`src/rtl/mod_cnt_nco_if.sv`:
```
// Control/status bundle of the modulo counter with NCO tick enable.
// The master drives the controls; the slave (the counter) returns value, tick and carry.
interface mod_cnt_nco_if #(
    parameter int WIDTH = 6,
    parameter int NCO_W = 32
);
    logic [NCO_W-1:0] num;
    logic             en;
    logic             up;
    logic             clr;
    logic             load;
    logic [WIDTH-1:0] load_val;
    logic [WIDTH-1:0] out;
    logic             tick;
    logic             carry;

    modport master (
        output num, en, up, clr, load, load_val,
        input  out, tick, carry
    );

    modport slave (
        input  num, en, up, clr, load, load_val,
        output out, tick, carry
    );
endinterface

```
`src/rtl/mod_cnt_nco.sv`:
```
// Modulo-MOD up/down counter stepped by an internal NCO tick; carry pulses on wrap
// so that stages can be cascaded (carry of one stage feeds en of the next).
module mod_cnt_nco #(
    parameter int WIDTH = 6,
    parameter int MOD   = 60,
    parameter int NCO_W = 32
) (
    input  logic          clk,
    input  logic          rst_n,
    mod_cnt_nco_if.slave  bus
);
    localparam logic [WIDTH-1:0] MAX_VAL = WIDTH'(MOD - 1);

    logic [NCO_W-1:0] nco_cnt;
    logic [NCO_W-1:0] period_m1;
    logic             nco_wrap;
    logic             tick_q;

    logic [WIDTH-1:0] out_q;
    logic [WIDTH-1:0] next_out;
    logic             carry_q;
    logic             next_carry;

    // num of 0 or 1 both collapse to a period of one cycle; >= lets a shrunk period wrap at once.
    always_comb begin
        period_m1 = (bus.num <= NCO_W'(1)) ? '0 : bus.num - NCO_W'(1);
        nco_wrap  = (nco_cnt >= period_m1);
    end

    // NOTE: state registers use non-blocking (<=) so every flop samples pre-edge values.
    always_ff @(posedge clk or negedge rst_n) begin
        if (!rst_n) begin
            nco_cnt <= '0;
            tick_q  <= 1'b0;
        end else if (bus.clr) begin
            nco_cnt <= '0;
            tick_q  <= 1'b0;
        end else if (nco_wrap) begin
            nco_cnt <= '0;
            tick_q  <= 1'b1;
        end else begin
            nco_cnt <= nco_cnt + NCO_W'(1);
            tick_q  <= 1'b0;
        end
    end

    // NOTE: defaults first so every path assigns next_out/next_carry and no latch is inferred.
    always_comb begin
        next_out   = out_q;
        next_carry = 1'b0;
        if (bus.load) begin
            next_out = (bus.load_val > MAX_VAL) ? MAX_VAL : bus.load_val;
        end else if (bus.en && tick_q) begin
            if (bus.up) begin
                next_carry = (out_q == MAX_VAL);
                next_out   = (out_q == MAX_VAL) ? '0 : out_q + WIDTH'(1);
            end else begin
                next_carry = (out_q == '0);
                next_out   = (out_q == '0) ? MAX_VAL : out_q - WIDTH'(1);
            end
        end
    end

    always_ff @(posedge clk or negedge rst_n) begin
        if (!rst_n) begin
            out_q   <= '0;
            carry_q <= 1'b0;
        end else if (bus.clr) begin
            out_q   <= '0;
            carry_q <= 1'b0;
        end else begin
            out_q   <= next_out;
            carry_q <= next_carry;
        end
    end

    assign bus.out   = out_q;
    assign bus.tick  = tick_q;
    assign bus.carry = carry_q;
endmodule

```
`src/flat_wrapper.sv`:
```
// flat-port wrapper written by rule: the top's interface ports become plain ports
module mod_cnt_nco_flat 
#(
    parameter int WIDTH = 6,
    parameter int MOD   = 60,
    parameter int NCO_W = 32
)
  (clk, rst_n, bus_num, bus_en, bus_up, bus_clr, bus_load, bus_load_val, bus_out, bus_tick, bus_carry);
  mod_cnt_nco_if #(.WIDTH(WIDTH), .NCO_W(NCO_W)) bus_i ();
  input  logic clk;
  input  logic rst_n;
  input wire logic [$bits(bus_i.num)-1:0] bus_num;
  input wire logic [$bits(bus_i.en)-1:0] bus_en;
  input wire logic [$bits(bus_i.up)-1:0] bus_up;
  input wire logic [$bits(bus_i.clr)-1:0] bus_clr;
  input wire logic [$bits(bus_i.load)-1:0] bus_load;
  input wire logic [$bits(bus_i.load_val)-1:0] bus_load_val;
  output wire logic [$bits(bus_i.out)-1:0] bus_out;
  output wire logic [$bits(bus_i.tick)-1:0] bus_tick;
  output wire logic [$bits(bus_i.carry)-1:0] bus_carry;
  assign bus_i.num = bus_num;
  assign bus_i.en = bus_en;
  assign bus_i.up = bus_up;
  assign bus_i.clr = bus_clr;
  assign bus_i.load = bus_load;
  assign bus_i.load_val = bus_load_val;
  assign bus_out = bus_i.out;
  assign bus_tick = bus_i.tick;
  assign bus_carry = bus_i.carry;
  mod_cnt_nco #(.WIDTH(WIDTH), .MOD(MOD), .NCO_W(NCO_W)) u_core (.clk(clk), .rst_n(rst_n), .bus(bus_i));
endmodule
```
`config.mk`:
```
export PLATFORM = sky130hd
export DESIGN_NAME = mod_cnt_nco_flat
export DESIGN_NICKNAME = d
export VERILOG_FILES = /design/src/rtl/mod_cnt_nco_if.sv /design/src/rtl/mod_cnt_nco.sv /design/src/flat_wrapper.sv
export SDC_FILE = /design/constraint.sdc
export NUM_CORES = 1
export LEC_CHECK = 0
export ABC_AREA = 1
export BUFFER_PORTS_ARGS = -buffer_cell sky130_fd_sc_hd__buf_2
export CAP_MARGIN = 10
export CELL_PAD_IN_SITES_DETAIL_PLACEMENT = 0
export CELL_PAD_IN_SITES_GLOBAL_PLACEMENT = 1
export CORE_MARGIN = 4
export CORE_UTILIZATION = 30
export CTS_BUF_LIST = sky130_fd_sc_hd__clkbuf_8
export DETAILED_ROUTE_END_ITERATION = 10
export GPL_TIMING_DRIVEN = 0
export PLACE_DENSITY_LB_ADDON = 0.1
export SETUP_SLACK_MARGIN = 0.5
export SYNTH_ARGS = -nofsm -noshare
export SYNTH_HDL_FRONTEND = slang
export SYNTH_SLANG_ARGS = --single-unit
export TNS_END_PERCENT = 100
```
`constraint.sdc`:
```
create_clock -name clk -period 3.9 [get_ports clk]
set_input_delay 0 -clock clk [delete_from_list [all_inputs] [get_ports clk]]
set_output_delay 0 -clock clk [all_outputs]
set_load 0.02 [all_outputs]
```
== Word-level counts from Yosys, hierarchy flattened ==
Cells that the tools add are included.

* Flip-flop bits (word level): 40
* Word-level logic and storage cells: 31

* Add/subtract/negate cells: 4
* Magnitude comparators: 3
* Equal/unequal tests: 1
* Mux-type cells: 16
* Reductions and logical operators: 3

{| class="wikitable"
|+ Operator list
! operator !! count
|-
| $mux W32 || 3
|-
| $mux W6 || 7
|-
| $add A32 B1 Y32 const B || 1
|-
| $ge A32 B32 Y1 || 1
|-
| $le A32 B1 Y1 const B || 1
|-
| $sub A32 B1 Y32 const B || 1
|-
| $add A6 B1 Y6 const B || 1
|-
| $eq A6 B6 Y1 const B || 1
|-
| $gt A6 B6 Y1 const B || 1
|-
| $logic_not A6 Y1 || 1
|-
| $mux W1 || 6
|-
| $sub A6 B1 Y6 const B || 1
|-
| $reduce_bool A3 Y1 || 1
|-
| $logic_and A1 B1 Y1 || 1
|}

== Depth between registers and ports, before layout ==
Gate-level depths: netlist of run 1.

* Depth in word-level cells: 6
* Gate-level depth with buffers: 23

== Least setup slack after synthesis of run 1 ==
Ideal clock, no wire load.

* Kind: input to register
* Start point: input port bus_num[0]
* End point: register u_core.nco_cnt[30]
* Arrival time: 2.176 ns
* Slack: 1.603 ns
* Stages: 22
* Cell sequence: inv_1 ha_1 nand2_1 inv_1 nand2_4 inv_2 o211ai_4 inv_1 or2_1 ha_1 nand2_1 nand2_1 nand2_1 nand2_1 nand2_1 nand2_1 nand2_1 nand2_1 nand2_1 nand3_1 buf_2 nor2_1

* Cells in the longest elaborated chain, start to end: 5
* Elaborated cells on any way between the ends: 6
* Classes of those cells: 1 x add/sub; 2 x order compare; 3 x mux

{| class="wikitable"
|+ RTL lines
! element !! line !! text
|-
| start, declared || flat_wrapper.sv:12 || <nowiki>input wire logic [$bits(bus_i.num)-1:0] bus_num;</nowiki>
|-
| $sub A32 B1 Y32 or $le A32 B1 Y1 (tied branches) || mod_cnt_nco.sv:26 || <nowiki>period_m1 = (bus.num <= NCO_W'(1)) ? '0 : bus.num - NCO_W'(1);</nowiki>
|-
| $mux W32 * || mod_cnt_nco.sv:26 ||
|-
| $ge A32 B32 Y1 * || mod_cnt_nco.sv:27 || <nowiki>nco_wrap = (nco_cnt >= period_m1);</nowiki>
|-
| $mux W32 * || mod_cnt_nco.sv:38 || <nowiki>end else if (nco_wrap) begin</nowiki>
|-
| $mux W32 * || mod_cnt_nco.sv:35 || <nowiki>end else if (bus.clr) begin</nowiki>
|-
| end signal, assigned || mod_cnt_nco.sv:42 || <nowiki>nco_cnt <= nco_cnt + NCO_W'(1);</nowiki>
|-
| end, declared || mod_cnt_nco.sv:14 || <nowiki>logic [NCO_W-1:0] nco_cnt;</nowiki>
|}

Mark *: on every way between the ends. The rest lies on a longest branch, timed or not.
A chain may end at the register's enable or synchronous reset.

== Final worst setup path of run 1 ==
Same ends and word-level chain as after synthesis.

==> impl_metrics.py, run 1 <==
metrics = {
    "grt": {
        "grt_max_degree": 41,
        "antenna_found_initial": 0,
        "grt-ovfl-total": 0,
        "first_global_vias": 4545,
        "grt_usage_pct": 17.8,
        "grt_first_pass_wirelength_um": 23400,
    },
    "outcome": {
        "status": "completed",
    },
    "sta": {
        "tightest_slew_ns": 0.992,
        "timing.final.ws_setup_ns": 1.08,
        "rsz0062_at_grt": "no",
        "min_period_ns": 2.82,
        "fmax_ghz": 0.355,
        "skew_ns": 0.00718,
        "max_slew_margin_pct": 33.9,
        "hold_viol_final": 0,
        "finalSetupViolCount": 0,
        "min_period_over_period_pct": 72.2,
        "finalSetupTns_ns": 0,
        "final-max-slew-violation-count": 0,
    },
    "clock_tree": {
        "htreeDepth": 2,
        "clock_latency_ns": 0.31,
        "cts_root_buffer": "clkbuf_8",
        "clk_pin_slew_ns": 0.08,
        "cts_buffers": 5,
        "cts_tree": "done",
        "cts_resized": 0,
        "cts_sinks": 40,
        "cts_buffer_depth": 2,
    },
    "worst_setup_path": {
        "crit_type": "input port to flip-flop",
        "crit_fanout": 10,
        "required_ns": 4.09,
        "cp-end-kind": "flip-flop",
        "startpoint_type": "input port",
        "crit_arrival_ns": 3.01,
    },
    "synthesis": {
        "synth_most_common_cell": "nand2_1",
        "synth_edf_count": 0,
        "yosys.area.top_type": "dfrtp_1",
        "synthTopCellsByArea": "dfrtp_1, nand2_1, ha_1",
        "synth_cells": 714,
        "yosysWarnings": 0,
        "synth_ff_type": "dfrtp_1",
        "seq_area_frac_synth_pct": 22.7,
        "synth_seq_cells": 40,
        "synthArstFlopShare_pct": 100,
        "avgSynthCellArea_um2": 6.17,
        "synth_commonest_cells": "nand2_1, nor2_1, nand3_1",
        "yosysUniqueCellTypes": 34,
        "syn_nets": 796,
        "netlist.area_leader.share_pct": 22.7,
        "syn_area_um2": 4410,
    },
    "drt": {
        "wl_um": 14300,
        "vias": 4781,
        "wl_per_cell_um": 14.9,
        "ant_nets": 0,
        "drt_iter0_markers": 266,
        "drt_first_pass_iters": 5,
        "routed_via_density": 4.99,
        "drc_errors": 0,
    },
    "floorplanning": {
        "fp.coreArea_um2": 14500,
        "num_io_pins": 52,
        "dieArea_um2": 16700,
        "die_w_um": 129,
        "rows": 44,
        "die_h_um": 129,
        "floorplan.initialDensity_pct": 30.4,
    },
    "placed_design": {
        "detailed_place_hpwl_um": 12000,
        "portBuffers": 51,
        "gp_congestion": 0.863,
        "pre_cts_slack_ns": 0.772,
    },
    "cells_and_area": {
        "drive_gt1_share_pct": 13.5,
        "fin_nets": 857,
        "syn2layout_area_growth_pct": 13.5,
        "antenna_cells": 0,
        "fillers": 1632,
    },
    "job": {
        "maxCapViolCount": 0,
    },
    "pwr": {
        "power.density_nw_per_um2": 187,
        "vdd_ir_drop_max_mv": 0.151,
        "p_leak_nw": 2.56,
    },
    "min_path": {
        "hold_path.class": "input port to flip-flop",
    },
}
## layout make-up
| cell class | count | area (um^2) | area share [%] |
|---|---|---|---|
| clock inverter | 2 | 8.76 | 0.175 |
| multi-input combinational | 578 | 3040 | 60.7 |
| clock buffer | 5 | 68.8 | 1.38 |
| sequential | 40 | 1000 | 20.0 |
| tap | 184 | 230 | 4.60 |
| buffer | 9 | 42.5 | 0.851 |
| timing repair buffer | 54 | 285 | 5.71 |
| inverter | 87 | 328 | 6.56 |
## cell families after synthesis
family | after synthesis | synth area share, %
DFF | 40 | 22.7
and+or+nand+nor | 461 | 47.0
adders and majority gates | 38 | 10.8
buffers and inverters | 96 | 8.40
AOI/OAI and AO/OA | 69 | 9.11
xor gates and xnor gates | 10 | 1.99
## flip-flops by register name (all words and copies together) (netlist names)
register and flops:
u_core.bus.carry 1, u_core.bus.out 6, u_core.nco_cnt 32, u_core.bus.tick 1
## critical path: stages
cell	delay (ns)
buf_2	0.12
inv_1	0.09
ha_1	0.21
nand2_1	0.10
inv_1	0.13
nand2_4	0.08
nor3_2	0.28
nand2_1	0.17
o21bai_1	0.16
nand3_1	0.09
ha_1	0.28
nand2_1	0.06
nor2_1	0.09
nand2_1	0.10
nor2_1	0.23
nand4_1	0.12
nand3_1	0.28
buf_2	0.33
nor2_1	0.08
## repair_timing
action / 4_1_cts / 5_1_grt
buffers inserted: 0 / 0
endpoints found under the hold margin: 41 / 0
hold buffers: 3 / 0
## per-stage QoR
stage | cells | hold WS, ns | total power, mW | instance area, um^2 | utilization, %
global route | 959 | 0.0335 | 1.01 | 5000 | 34.5
detailed placement | 949 | 0.208 | 0.676 | 4890 | 33.8
global placement | 949 | 0.197 | 0.673 | 4890 | 33.8
CTS | 959 | 0.0329 | 0.954 | 5000 | 34.5
floorplan | 714 | -0.296 | 0.582 | 4410 | -
finish | 959 | 0.0225 | 0.937 | 5000 | 34.5
## metal layers
| layer | part of all wire [%] | global-route usage (%) |
|---|---|---|
| met1 | 48 | 25.3 |
| met2 | 46 | 29.0 |
| met3 | 4.4 | 2.60 |
| met4 | 0.95 | 2.96 |
| met5 | 0 | 0 |
## report_power, final
part,internal [mW],leakage (nW),total [mW],switching (mW)
clock,0.119,0.0452,0.270,0.151
sequential,0.424,0.550,0.436,0.0122
combinational,0.0822,1.96,0.231,0.149
## path summary, 6_finish.rpt
path	cells after the start	start	endpoint	slack, ns
setup / recovery	19	bus_num[0]	u_core.nco_cnt[30]	1.08
min in group asynchronous	2	rst_n	u_core.bus.carry	0.38
setup reg to reg	9	u_core.nco_cnt[30]	u_core.nco_cnt[30]	1.64
max in group asynchronous	2	rst_n	u_core.nco_cnt[12]	2.89
hold reg to reg	2	u_core.bus.out[5]	u_core.bus.out[5]	0.60
hold / removal	3	bus_load_val[1]	u_core.bus.out[1]	0.02
## cell usage in the layout (no fill, tap or decap), drive strengths merged
cell,instances
o211ai,7
o21ai,24
o21a,2
a31oi,1
a21oi,28
nor3,19
clkbuf,7
xnor2,1
nor2,129
nor4,6
a21o,1
dlygate4sd3,3
nand4,20
nand3b,4
ha,38
nand2,187
clkinv,2
or2,10
dfrtp,40
buf,58
a31o,1
xor2,9
o21bai,5
nand3,86
inv,87
Note: power is estimated with default switching activity, not from simulation.
==> run 2: changes to the inputs <==
ABC_AREA = 0   (was 1)
clock period = 2.53 ns   (was 3.9 ns; I/O delays follow)
==> run 2 against run 1 <==
The run now ends with setup timing left. Critical path type unchanged. Highest routed layer unchanged. Design area fell by 0.90%. Global-route usage fell by 1.9 points. Die area decreased by 18%. Cell count decreased by 30%. Synthesized cell count decreased by 39%. Worst hold slack hardly changed.
==> impl_metrics.py, run 2 <==
metrics = {
    "worst_setup_path": {
        "crit_fanout": 7,
        "slowest_stage": "or4_4",
        "max_stage_delay_ns": 0.55,
        "path_cells": "buf_8, or4_4, nor4_4, or3b_4, nor4_4, xor2_1, nand2_1, ha_4, and4_4, a221oi_4, o2111a_2, nand2_8, clkbuf_16, nor2_2",
        "required_ns": 2.77,
        "crit_arrival_ns": 3.25,
        "crit_top_cell": "nor4_4",
        "cp-end-kind": "flip-flop",
        "startpoint_type": "input port",
        "crit_type": "input port to flip-flop",
        "worstRegToRegCells": 7,
    },
    "pwr": {
        "totalPowerFinal_mw": 1.51,
        "p_leak_nw": 2.19,
        "vdd_ir_drop_max_mv": 0.145,
        "power.density_nw_per_um2": 306,
    },
    "synthesis": {
        "yosysWarnings": 0,
        "syn_area_um2": 3580,
        "yosysUniqueCellTypes": 49,
        "synth_commonest_cells": "nand2_1, nor2_1, dfrtp_1",
        "synth_seq_cells": 40,
        "synthArstFlopShare_pct": 100,
        "yosys.area.top_type": "dfrtp_1",
        "netlist.area_leader.share_pct": 27.9,
        "synth_most_common_cell": "nand2_1",
        "seq_area_frac_synth_pct": 27.9,
        "synth_edf_count": 0,
        "synth_ff_type": "dfrtp_1",
        "syn_nets": 519,
        "avgSynthCellArea_um2": 8.20,
        "synthTopCellsByArea": "dfrtp_1, ha_1, xor2_1",
        "synth_cells": 437,
    },
    "drt": {
        "routed_via_density": 5.13,
        "drc_errors": 0,
        "wl_um": 10400,
        "ant_nets": 0,
        "wl_per_cell_um": 15.6,
        "drt_first_pass_iters": 4,
        "vias": 3423,
        "drt_iter0_markers": 155,
    },
    "grt": {
        "antenna_found_initial": 0,
        "grt-ovfl-total": 0,
        "grt_usage_pct": 15.8,
        "grt_max_degree": 41,
        "grt_first_pass_wirelength_um": 17000,
        "first_global_vias": 3293,
    },
    "clock_tree": {
        "cts_root_buffer": "clkbuf_8",
        "clk_pin_slew_ns": 0.08,
        "htreeDepth": 2,
        "cts_buffers": 5,
        "cts_tree": "done",
        "clock_latency_ns": 0.30,
        "cts_sinks": 40,
        "cts_buffer_depth": 2,
    },
    "sta": {
        "tightest_slew_ns": 1.12,
        "min_period_over_period_pct": 119,
        "final-max-slew-violation-count": 0,
        "rsz0062_at_grt": "yes",
        "min_period_ns": 3.01,
        "hold_viol_final": 0,
        "finalSetupViolCount": 33,
        "timing.final.ws_setup_ns": -0.479,
        "max_slew_margin_pct": 25.0,
        "fmax_ghz": 0.332,
        "skew_ns": 0.00455,
    },
    "outcome": {
        "status": "finished, violations left",
        "violations": "setup timing",
    },
    "floorplanning": {
        "die_w_um": 117,
        "dieArea_um2": 13800,
        "fp.coreArea_um2": 11600,
        "rows": 39,
        "die_h_um": 117,
        "floorplan.initialDensity_pct": 31.0,
        "num_io_pins": 52,
    },
    "placed_design": {
        "portBuffers": 49,
        "place_inst": 629,
        "gp_congestion": 0.778,
        "detailed_place_hpwl_um": 7810,
    },
    "cells_and_area": {
        "antenna_cells": 0,
        "final_cell_mix": "nand2_1, buf_2, dfrtp_1, nor2_1, xor2_1",
        "final_cells": 667,
        "fillers": 1146,
        "drive_gt1_share_pct": 32.3,
        "fin_nets": 605,
        "top_register": "u_core.nco_cnt",
        "syn2layout_area_growth_pct": 38.3,
        "final_common_cell": "nand2_1",
        "fin_util_pct": 42.8,
        "largest_reg_flops": 32,
    },
    "min_path": {
        "hold_path.class": "input port to flip-flop",
        "holdPathStages": 3,
    },
    "job": {
        "maxCapViolCount": 0,
    },
}
==> run 2: what timing repair did <==
action,4_1_cts,5_1_grt
gates resized for setup,52,60
gates cloned,4,0
pin swaps,31,34
endpoints found under the setup margin,34,34
hold endpoints to repair,43,0
hold buffers,4,0
setup buffers,15,7
==> run 2: layout make-up <==
class | instances | area, um^2 | share of cell area [%]
Sequential cell | 40 | 1000 | 20.3
Multi-Input combinational cell | 371 | 2950 | 59.6
Clock inverter | 2 | 7.51 | 0.152
Clock buffer | 6 | 82.6 | 1.67
Buffer | 13 | 139 | 2.80
Timing Repair Buffer | 79 | 541 | 10.9
Inverter | 13 | 48.8 | 0.985
Tap cell | 143 | 179 | 3.61
==> run 2: per-layer routing <==
metal	vias up	part of all wire (%)	global-route usage, %
met1	1620	50	22.4
met5	-	0	0
met4	0	1.1	3.90
met3	8	2.8	1.65
li1	1733	-	-
met2	62	47	25.8
==> run 2: final timing paths <==
path	from	to	slack [ns]
worst max-delay path	bus_num[11]	u_core.nco_cnt[9]	-0.48
worst min-delay path	bus_load_val[1]	u_core.bus.out[1]	0.02
worst max register to register	u_core.nco_cnt[0]	u_core.nco_cnt[30]	0.21
worst min register to register	u_core.nco_cnt[0]	u_core.nco_cnt[0]	0.54
max in group asynchronous	rst_n	u_core.bus.out[1]	1.50
min in group asynchronous	rst_n	u_core.bus.tick	0.40
==> run 2: kinds of logic (layout without fill, tap and decap cells) <==
group / after synthesis / after routing / synth area share, %
flops: 40 / 40 / 27.9
compound gates: 53 / 53 / 10.1
buf+inv: 26 / 113 / 2.79
simple gates: 220 / 220 / 31.2
fa+ha+maj: 38 / 38 / 13.3
mux: 2 / 2 / 0.559
xor+xnor: 58 / 58 / 14.2
==> run 2: critical path, delay by kind of cell <==
family                     cells  cell delay, ns
adders and majority gates      1            0.23
buffers and inverters          2            0.28
xor gates and xnor gates       1            0.18
AOI/OAI and AO/OA              2            0.62
and+or+nand+nor                8            1.90
==> run 2: report_power, final <==
group	total (mW)	switching (mW)	internal (mW)
Clock	0.441	0.227	0.215
Combinational	0.400	0.224	0.176
Sequential	0.673	0.0205	0.653
==> run 2: through the flow <==
step / setup slack, ns / TNS [ns] / instance area (um^2) / hold slack, ns
floorplan: -0.468 / -14.53 / 3680 / -0.296
global placement: -1.23 / -39.09 / 4110 / 0.205
detailed placement: -1.26 / -40.05 / 4110 / 0.200
CTS: -0.681 / -22.15 / 4650 / 0.00909
global route: -0.622 / -19.54 / 4950 / 0.0116
finish: -0.479 / -14.87 / 4950 / 0.0221
==> run 3: changes to the inputs <==
BUFFER_PORTS_ARGS = not set   (was -buffer_cell sky130_fd_sc_hd__buf_2)
DONT_BUFFER_PORTS = 1   (was not set)
PLACE_DENSITY = 0.63   (was not set)
PLACE_DENSITY_LB_ADDON = not set   (was 0.1)
==> run 3 against run 2 <==
The run still ends with setup timing left. Count of clock-buffer cells in the layout is 1 lower. Clock skew grew 0.0048 ns. Die area did not move. Critical path depth rose by 2. Register-to-register slack got worse by 0.16 ns. Sequential power rose by 2%. Sequential share of layout area grew 1.8 points. Non-clock buffer count decreased by 48. Worst setup slack better by 0.041 ns. Largest power group unchanged. Highest routed layer unchanged.
==> impl_metrics.py, run 3 (synthesized netlist as in run 2, its figures left out) <==
metrics = {
    "cells_and_area": {
        "final_cells": 619,
        "largest_reg_flops": 32,
        "final_common_cell": "nand2_1",
        "final_cell_mix": "nand2_1, nor2_1, dfrtp_1, xor2_1, ha_1",
        "fin_nets": 557,
        "antenna_cells": 0,
        "top_register": "u_core.nco_cnt",
        "drive_gt1_share_pct": 20.6,
        "syn2layout_area_growth_pct": 27.4,
    },
    "worst_setup_path": {
        "required_ns": 2.72,
        "startpoint_type": "input port",
        "crit_family": "simple AND/OR/NAND/NOR gates",
        "cp-end-kind": "flip-flop",
        "cp_num_buf_inv": 3,
        "crit_fanout": 7,
        "path_cells": "or4_4, nor4_4, buf_4, nand3_4, buf_4, nor3_2, xor2_1, nand2_1, ha_1, nand4_1, or2_4, nand3b_1, a31o_4, nand2_8, clkbuf_8, nor2_1",
        "crit_top_cell": "buf_4",
        "max_stage_delay_ns": 0.58,
        "crit_type": "input port to flip-flop",
        "crit_arrival_ns": 3.16,
        "slowest_stage": "or4_4",
    },
    "drt": {
        "vias": 3261,
        "route.met3.wl_um": 372,
        "topRoutingLayerUsed": "met4",
        "routed_via_density": 5.27,
        "drt_iter0_markers": 129,
        "wl_met1_um": 4800,
        "drt_first_pass_iters": 4,
        "wl_um": 10500,
        "wl_per_cell_um": 17.0,
        "wl_met2_um": 5230,
        "drc_errors": 0,
        "ant_nets": 0,
    },
    "sta": {
        "final-max-slew-violation-count": 0,
        "timing.final.ws_setup_ns": -0.439,
        "tightest_slew_ns": 0.800,
        "finalSetupViolCount": 33,
        "hold_viol_final": 0,
        "fmax_ghz": 0.337,
        "rsz0062_at_grt": "yes",
        "skew_ns": 0.00935,
        "min_period_over_period_pct": 117,
        "holdWs_ns": 0.0301,
        "max_slew_margin_pct": 46.5,
        "min_period_ns": 2.97,
    },
    "job": {
        "maxCapViolCount": 0,
    },
    "outcome": {
        "violations": "setup timing",
        "status": "finished, violations left",
    },
    "grt": {
        "grt_max_degree": 41,
        "first_global_vias": 3344,
        "grt_first_pass_wirelength_um": 17200,
        "grt_usage_pct": 15.8,
        "antenna_found_initial": 0,
        "grt-ovfl-total": 0,
    },
    "floorplanning": {
        "rows": 39,
        "die_h_um": 117,
        "num_io_pins": 52,
        "fp.coreArea_um2": 11600,
        "dieArea_um2": 13800,
        "die_w_um": 117,
        "floorplan.initialDensity_pct": 31.0,
    },
    "clock_tree": {
        "cts_buffers": 5,
        "clock_latency_ns": 0.30,
        "clk_pin_slew_ns": 0.08,
        "cts_tree": "done",
        "cts_sinks": 40,
        "cts_buffer_depth": 2,
        "htreeDepth": 2,
        "cts_root_buffer": "clkbuf_8",
    },
    "min_path": {
        "hold_path.class": "input port to flip-flop",
    },
    "pwr": {
        "vdd_ir_drop_max_mv": 0.185,
        "p_leak_nw": 1.95,
        "power.density_nw_per_um2": 338,
    },
    "placed_design": {
        "detailed_place_hpwl_um": 7650,
        "place_inst": 580,
        "portBuffers": 0,
        "gp_congestion": 0.807,
    },
}
==> run 3: final cells by class <==
class	instances	area (um^2)
buffer	13	120
clock buffer	5	68.8
clock inverter	3	42.5
fill	1171	7000
inverter	13	48.8
multi-input combinational	371	2810
sequential	40	1000
tap	143	179
timing repair buffer	31	294
==> run 3: where the power goes <==
group	leakage (nW)	internal [mW]	switching (mW)	total [mW]
Clock	0.0541	0.292	0.253	0.545
Combinational	1.35	0.146	0.164	0.310
Sequential	0.547	0.653	0.0338	0.687
==> run 3: tightest hold or removal path, cell delays in order <==
cell and delay (ns):
nor2_1 0.03, nor3_1 0.13, a22o_1 0.14
==> run 3: final timing paths <==
path                                    from                 end  slack [ns]  cells past startpoint
setup / recovery                 bus_num[16]  u_core.nco_cnt[13]       -0.44                     16
hold / removal               bus_load_val[0]   u_core.bus.out[0]        0.03                      3
setup reg to reg           u_core.nco_cnt[0]  u_core.nco_cnt[28]        0.05                      7
hold reg to reg            u_core.nco_cnt[0]   u_core.nco_cnt[0]        0.53                      1
max in group asynchronous              rst_n   u_core.bus.out[0]        2.11                      2
min in group asynchronous              rst_n   u_core.nco_cnt[9]        0.20                      2
==> run 3: through the flow <==
| stage | total power, mW | setup slack [ns] | utilization, % | setup TNS (ns) | instance area [um^2] |
|---|---|---|---|---|---|
| after floorplan | 0.882 | -0.468 | - | -14.53 | 3680 |
| after global placement | 0.930 | -0.997 | 33.4 | -31.20 | 3860 |
| after detailed placement | 0.933 | -1.02 | 33.4 | -31.65 | 3860 |
| after CTS | 1.54 | -0.464 | 38.0 | -14.57 | 4390 |
| after global routing | 1.63 | -0.583 | 39.5 | -18.25 | 4560 |
| final | 1.54 | -0.439 | 39.5 | -13.93 | 4560 |
==> run 3: routing by layer <==
layer | global-route usage (%) | vias to the layer above
met5 | 0 | -
met2 | 26.7 | 54
met3 | 2.26 | 10
li1 | - | 1637
met1 | 21.5 | 1560
met4 | 3.36 | 0
==> run 3: what timing repair did <==
item / 4_1_cts / 5_1_grt
buffers inserted: 17 / 1
cloned: 2 / 1
resized for setup: 38 / 36
endpoints found under the hold margin: 46 / 1
pin swaps: 27 / 9
setup endpoints to repair: 34 / 36
hold buffers: 8 / 1
